File: config.mk
export PLATFORM = sky130hd
export DESIGN_NAME = jtcps1_snd_romarb
export DESIGN_NICKNAME = d
export VERILOG_FILES = /design/src/rtl/jtcps1_snd_pkg.sv /design/src/rtl/jtcps1_snd_romslot.sv /design/src/rtl/jtcps1_snd_romarb.sv
export SDC_FILE = /design/constraint.sdc
export NUM_CORES = 1
export LEC_CHECK = 0
export BUFFER_PORTS_ARGS = -buffer_cell sky130_fd_sc_hd__buf_2
export CAP_MARGIN = 10
export CORE_AREA = 2 2 147 149
export CTS_CLUSTER_DIAMETER = 40
export DETAILED_ROUTE_END_ITERATION = 12
export DIE_AREA = 0 0 149 151
export HOLD_SLACK_MARGIN = 0.02
export PLACE_DENSITY = 0.53
export SYNTH_ARGS = -nofsm -noshare
export SYNTH_HDL_FRONTEND = slang
export SYNTH_HIERARCHICAL = 1
export SYNTH_SLANG_ARGS = --single-unit
File: constraint.sdc
create_clock -name clk -period 5.3 [get_ports clk]
set_clock_uncertainty 0.2 [all_clocks]
set_input_delay 1.06 -clock clk [delete_from_list [all_inputs] [get_ports clk]]
set_output_delay 1.06 -clock clk [all_outputs]
set_load 0.05 [all_outputs]
File: src/rtl/jtcps1_snd_pkg.sv
// Shared encodings for the CPS1 sound ROM arbiter: FSM states and grant ids.
// Latency: n/a (constants only).
// Backpressure: n/a.
package jtcps1_snd_pkg;

    typedef logic [1:0] state_t;

    localparam state_t IDLE = 2'd0;   // looking for a missing requester
    localparam state_t REQ  = 2'd1;   // mem_req raised, waiting for mem_ack
    localparam state_t WAIT = 2'd2;   // accepted, waiting for mem_rdy
    localparam state_t FILL = 2'd3;   // slot written, one settle cycle

    localparam logic GNT_CPU = 1'b0;
    localparam logic GNT_PCM = 1'b1;

endpackage

File: src/rtl/jtcps1_snd_romslot.sv
// One-word ROM cache slot: tag, 16-bit word, valid bit, hit compare and byte mux.
// Latency: hit and data are combinational from addr (0 cycles); fill lands on the next clk.
// Backpressure: none; the owner asserts fill for exactly one cycle per fetched word.
//
// Ports:
//   clk, rst_n           clock, synchronous active-low reset (clears valid, tag, word)
//   cs, addr             requester strobe and byte address
//   data, ok             byte selected by addr[0]; ok = cs & valid & tag match
//   miss                 cs with no hit
//   fill, fill_tag/word  write port used when a fetch returns
module jtcps1_snd_romslot
    import jtcps1_snd_pkg::*;
#(
    parameter int AW = 16
)(
    input  logic          clk,
    input  logic          rst_n,
    input  logic          cs,
    input  logic [AW-1:0] addr,
    output logic [7:0]    data,
    output logic          ok,
    output logic          miss,
    input  logic          fill,
    input  logic [AW-2:0] fill_tag,
    input  logic [15:0]   fill_word
);

    logic          valid;
    logic [AW-2:0] tag;
    logic [15:0]   word;

    always_ff @(posedge clk) begin
        if (!rst_n) begin
            valid <= 1'b0;
            tag   <= '0;
            word  <= '0;
        end else if (fill) begin
            valid <= 1'b1;
            tag   <= fill_tag;
            word  <= fill_word;
        end
    end

    // Hit tracks the live address, so ok drops the cycle addr leaves the word.
    assign ok   = cs & valid & (addr[AW-1:1] == tag);
    assign miss = cs & ~ok;
    // Low byte of the SDRAM word holds the even address.
    assign data = addr[0] ? word[15:8] : word[7:0];

endmodule

File: src/rtl/jtcps1_snd_romarb.sv
// Shares one 16-bit SDRAM read port between the Z80 program ROM and the OKI ADPCM ROM.
// Latency: cache hit 0 cycles; miss-to-ok = ack delay + rdy delay + 2 cycles minimum.
// Backpressure: mem_req held until mem_ack; requesters wait (x_ok low) while the port is busy.
//
// Optional feature: define JTCPS1_SNDARB_RR_EN for round-robin on simultaneous misses;
// otherwise the Z80 always wins a tie.
//
// Ports:
//   clk, rst_n                 clock, synchronous active-low reset
//   cpu_cs/addr/data/ok        Z80 ROM byte read port
//   pcm_cs/addr/data/ok        ADPCM ROM byte read port
//   mem_addr, mem_req, mem_ack SDRAM word request handshake
//   mem_rdy, mem_dout          SDRAM read data strobe and word
module jtcps1_snd_romarb
    import jtcps1_snd_pkg::*;
#(
    parameter int                CPU_AW     = 16,
    parameter int                PCM_AW     = 18,
    parameter int                MEM_AW     = 22,
    parameter logic [MEM_AW-1:0] CPU_OFFSET = '0,
    parameter logic [MEM_AW-1:0] PCM_OFFSET = MEM_AW'(32'h10000)
)(
    input  logic              clk,
    input  logic              rst_n,
    input  logic              cpu_cs,
    input  logic [CPU_AW-1:0] cpu_addr,
    output logic [7:0]        cpu_data,
    output logic              cpu_ok,
    input  logic              pcm_cs,
    input  logic [PCM_AW-1:0] pcm_addr,
    output logic [7:0]        pcm_data,
    output logic              pcm_ok,
    output logic [MEM_AW-1:0] mem_addr,
    output logic              mem_req,
    input  logic              mem_ack,
    input  logic              mem_rdy,
    input  logic [15:0]       mem_dout
);

    state_t            state, next_state;
    logic              grant, next_grant;
    logic              cpu_miss, pcm_miss, cpu_pend, pcm_pend, start;
    logic              cpu_fill, pcm_fill;
    logic [CPU_AW-2:0] cpu_ftag;
    logic [PCM_AW-2:0] pcm_ftag;
    logic [MEM_AW-1:0] next_addr;

    jtcps1_snd_romslot #(.AW(CPU_AW)) u_cpu (
        .clk       (clk),
        .rst_n     (rst_n),
        .cs        (cpu_cs),
        .addr      (cpu_addr),
        .data      (cpu_data),
        .ok        (cpu_ok),
        .miss      (cpu_miss),
        .fill      (cpu_fill),
        .fill_tag  (cpu_ftag),
        .fill_word (mem_dout)
    );

    jtcps1_snd_romslot #(.AW(PCM_AW)) u_pcm (
        .clk       (clk),
        .rst_n     (rst_n),
        .cs        (pcm_cs),
        .addr      (pcm_addr),
        .data      (pcm_data),
        .ok        (pcm_ok),
        .miss      (pcm_miss),
        .fill      (pcm_fill),
        .fill_tag  (pcm_ftag),
        .fill_word (mem_dout)
    );

    // Arbiter: the requester currently owning the port is never re-pended.
    always_comb begin
        cpu_pend   = cpu_miss & ~((state != IDLE) & (grant == GNT_CPU));
        pcm_pend   = pcm_miss & ~((state != IDLE) & (grant == GNT_PCM));
        start      = (state == IDLE) & (cpu_pend | pcm_pend);
        next_grant = grant;
        if (cpu_pend && pcm_pend) begin
`ifdef JTCPS1_SNDARB_RR_EN
            next_grant = ~grant;
`else
            next_grant = GNT_CPU;
`endif
        end else if (cpu_pend) begin
            next_grant = GNT_CPU;
        end else if (pcm_pend) begin
            next_grant = GNT_PCM;
        end
        // Word address wraps modulo the SDRAM address space.
        if (next_grant == GNT_CPU)
            next_addr = CPU_OFFSET + MEM_AW'(cpu_addr[CPU_AW-1:1]);
        else
            next_addr = PCM_OFFSET + MEM_AW'(pcm_addr[PCM_AW-1:1]);
    end

    // State register
    always_ff @(posedge clk) begin
        if (!rst_n) state <= IDLE;
        else        state <= next_state;
    end

    // Fetch context: the tag is frozen at grant so a moving address cannot
    // corrupt the fill. grant doubles as the last-grant memory for round-robin.
    always_ff @(posedge clk) begin
        if (!rst_n) begin
            grant    <= GNT_PCM;
            cpu_ftag <= '0;
            pcm_ftag <= '0;
            mem_addr <= '0;
        end else if (start) begin
            grant    <= next_grant;
            mem_addr <= next_addr;
            if (next_grant == GNT_CPU) cpu_ftag <= cpu_addr[CPU_AW-1:1];
            else                       pcm_ftag <= pcm_addr[PCM_AW-1:1];
        end
    end

    // Next-state logic
    always_comb begin
        next_state = state;
        case (state)
            IDLE:    if (start)   next_state = REQ;
            REQ:     if (mem_ack) next_state = WAIT;   // a same-cycle mem_rdy is dropped
            WAIT:    if (mem_rdy) next_state = FILL;
            FILL:                 next_state = IDLE;
            default:              next_state = IDLE;
        endcase
    end

    // Outputs: mem_rdy only matters while waiting for data.
    always_comb begin
        mem_req  = (state == REQ);
        cpu_fill = (state == WAIT) & mem_rdy & (grant == GNT_CPU);
        pcm_fill = (state == WAIT) & mem_rdy & (grant == GNT_PCM);
    end

endmodule

==> summary.md <==
| Metric | Value |
|---|---|
| Mean Syn Cell Area | `9.75 µm²` |
| Max Cap Violations | `0` |
| Top cells by count, synth | `dfxtp_1 (119), nand2_1 (73), nor2b_1 (66), mux2i_1 (65), o21ai_0 (30)` |
| Root Driver | `clkbuf_16` |
| Total Power | `0.00304 W` |
| Adder-cell share of the synthesized area | `0.939%` |
| Slew margin rel. | `46.3%` |
| Via count | `3911` |
| Flop pwr share | `35.3%` |
| Cts bufs inserted | `17` |
| Clock Power Share | `37.9%` |
| Ratio of final minimum period to clock period | `71.0%` |
| Xor/xnor share of the synthesized area | `5.26%` |
| HP Class | `reg -> reg` |
| Starting Density | `25.6%` |
| Synth Cell Area | `5330 µm²` |
| Mux contribution to synthesized area | `15.6%` |
| Area leader, netlist | `dfxtp_1` |
| R2R Path Start | `u_cpu/tag[14]` |
| CP Class | `in -> out` |
| R2R Setup Slk | `2490 ps` |
| Startpoint class of the critical path | `primary input` |
| Synth Area in Compound Gates | `13.0%` |
| H-tree depth | `4` |
| Synthesis-to-finish area growth | `22.4%` |
| Min-Delay Endpoint | `pcm_ftag[11]` |
| Core area | `20800 µm²` |
| Top cell type's share of synthesized area | `44.7%` |
| Clock Latency Late Sink | `420 ps` |
| Final slew viol count | `0` |
| Hold WS | `253 ps` |
| Combinational fraction of design power | `26.8%` |
| Critical Path Sink Type | `primary output` |
| Post-synth EDFFs | `0` |
| Clock buffer depth | `2` |
| Global-route wire length before repair | `21.5 mm` |
| Reg2Reg Depth | `7` |
| Hold Crit Start | `pcm_ftag[11]` |
| Critical path arrival | `2500 ps` |
| Maximum vdd drop | `0.000250 V` |
| Final min period | `3760 ps` |
| Placed inst area | `5930 µm²` |
| Die Span X | `149 µm` |
| WHS Path Cells | `2` |
| I/O pin cnt | `97` |
| Peak fanout along the critical path | `3` |
| Overall Global Routing Usage | `12.7%` |
| Final instance area | `6530 µm²` |
| Clock Sink Count | `119` |
| Pin count of the biggest net entering global routing | `48` |
| Post-synthesis cell type count | `46` |
| Clock-pin slew on the worst setup and hold paths | `50 ps` |
| Synth Instances | `547` |
| Final WL | `13.7 mm` |
| Top-count cell post-synth | `dfxtp_1` |
| Drt pass-1 iters | `5` |
| Share of cells above drive strength 1 | `22.8%` |
| Sw Pwr | `0.00106 W` |
| Initial antenna violation count | `0` |
| GR Overflow Total | `0` |
| Via density | `4.29` |
| Critical path required time | `4040 ps` |
| Ys async rst share | `0%` |
| Setup-failing EPs final | `0` |
| Leak Pwr | `2.44 nW` |
| Synth warnings | `6` |
| Port bufs | `92` |
| Largest family of logic cells by synthesized area | `multiplexers` |
| Post-Route Setup TNS | `0 ps` |
| Max frequency | `266 MHz` |
| Simple-gate share of the synthesized area | `15.5%` |
| Post-CTS Resized | `0` |
| Slew @ Worst Pin | `804 ps` |
| Vias in the first global route | `3889` |
| Switch share | `34.9%` |
| # hold bufs at CTS | `0` |
| Top cells by area, synth | `dfxtp_1 (45%), mux2i_1 (12%), nor2b_1 (7.7%), nand2_1 (5.1%), a21boi_0 (3.4%)` |
| Synth Flop Type | `dfxtp_1` |
| Placement Rows | `53` |
| DR iter-0 viols | `166` |
| Routed Antenna Nets | `0` |
| Wire per inst | `15.1 µm` |
| Nets | `683` |
| Die height | `151 µm` |
| Reg-to-reg endpoint | `mem_addr[16]` |
| Final core utilization | `31.4%` |
| #FFs+latches synth | `119` |
| Power per cell area | `465 nW/µm²` |
| Register area share after synthesis | `44.7%` |
| RSZ-0062 raised after global routing | `no` |
| GPL Wtd Cong | `0.743` |
| Postcts setup bufs | `0` |
| Area of the die | `22500 µm²` |
| Final-report hold violation count | `0` |
| DRC Markers | `0` |
| CTS tree | `built` |
| Internal | `0.00198 W` |
| DP Wirelength | `9.49 mm` |
| Status | `completed` |
-- state kept, by name, indices dropped and copies added, names as in the netlist, 2 cells and up --
register and count:
u_cpu/tag 15, u_pcm/word 16, pcm_ftag 17, state 2, u_cpu/word 16, cpu_ftag 15
mem_addr 18, u_pcm/tag 17
-- per-stage QoR --
step / setup slack (ps) / std cells
6_report: 1540 / 912
5_1_grt: 1480 / 911
4_1_cts: 1510 / 911
3_5_place_dp: 1530 / 879
3_3_place_gp: 1510 / 879
2_1_floorplan: 911 / 550
-- kinds of logic after synthesis --
family / after synthesis
and+or+nand+nor: 159
AOI/OAI and AO/OA: 106
muxes: 81
xor gates and xnor gates: 32
DFF: 119
adders and majority gates: 4
buffers and inverters: 45
other: 1
-- worst max path at each step --
stage                     cells after the start  slack [ps]    startpoint  endpoint
after CTS                                     5        1510  cpu_addr[15]    cpu_ok
after global placement                        5        1510  cpu_addr[15]    cpu_ok
after detailed placement                      5        1530  cpu_addr[15]    cpu_ok
after global routing                          6        1480  pcm_addr[15]    pcm_ok
after floorplan                               4         910  pcm_addr[16]    pcm_ok
final                                         5        1540  cpu_addr[15]    cpu_ok
-- worst max-delay path, stage by stage --
cell	delay [ps]
buf_2	130
xor2_1	140
or4_1	540
nor4_2	310
buf_2	310
-- power by group through the flow --
stage                     registers, W  logic, W  clock network, W
after floorplan                0.00123  0.000490                 0
after global placement         0.00109  0.000821                 0
after detailed placement       0.00109  0.000822                 0
after CTS                      0.00107  0.000824           0.00118
after global routing           0.00109  0.000886           0.00122
final                          0.00107  0.000815           0.00115
-- layout make-up --
type	count	area, µm²
repair buffers	96	490
well taps	275	344
inverters	3	11.3
multi-input cells	386	2710
clock buffers	21	470
clock inverters	11	123
diodes	1	2.50
flip-flops and latches	119	2380
fillers	2224	14300
-- per-layer routing --
metal	up-vias	track usage (%)	part of all wire, %
li1	2012	-	-
met1	1789	16.0	48
met2	96	19.8	45
met3	14	4.04	5.3
met4	0	5.48	1.4
met5	-	0	0
-- cells in the final DEF (no fill, tap or decap), drive strengths merged, types with 15 or more instances in the layout --
cell / synthesis / layout
xor2: 16 / 16
a21oi: 15 / 15
a21boi: 34 / 34
o21ai: 33 / 33
clkbuf: 17 / 21
xnor2: 16 / 16
nand2: 73 / 73
buf: 25 / 96
dfxtp: 119 / 119
a31oi: 15 / 15
mux2i: 65 / 65
nor2b: 66 / 66
mux2: 16 / 16
No activity file was read; power rests on OpenSTA's default activity.
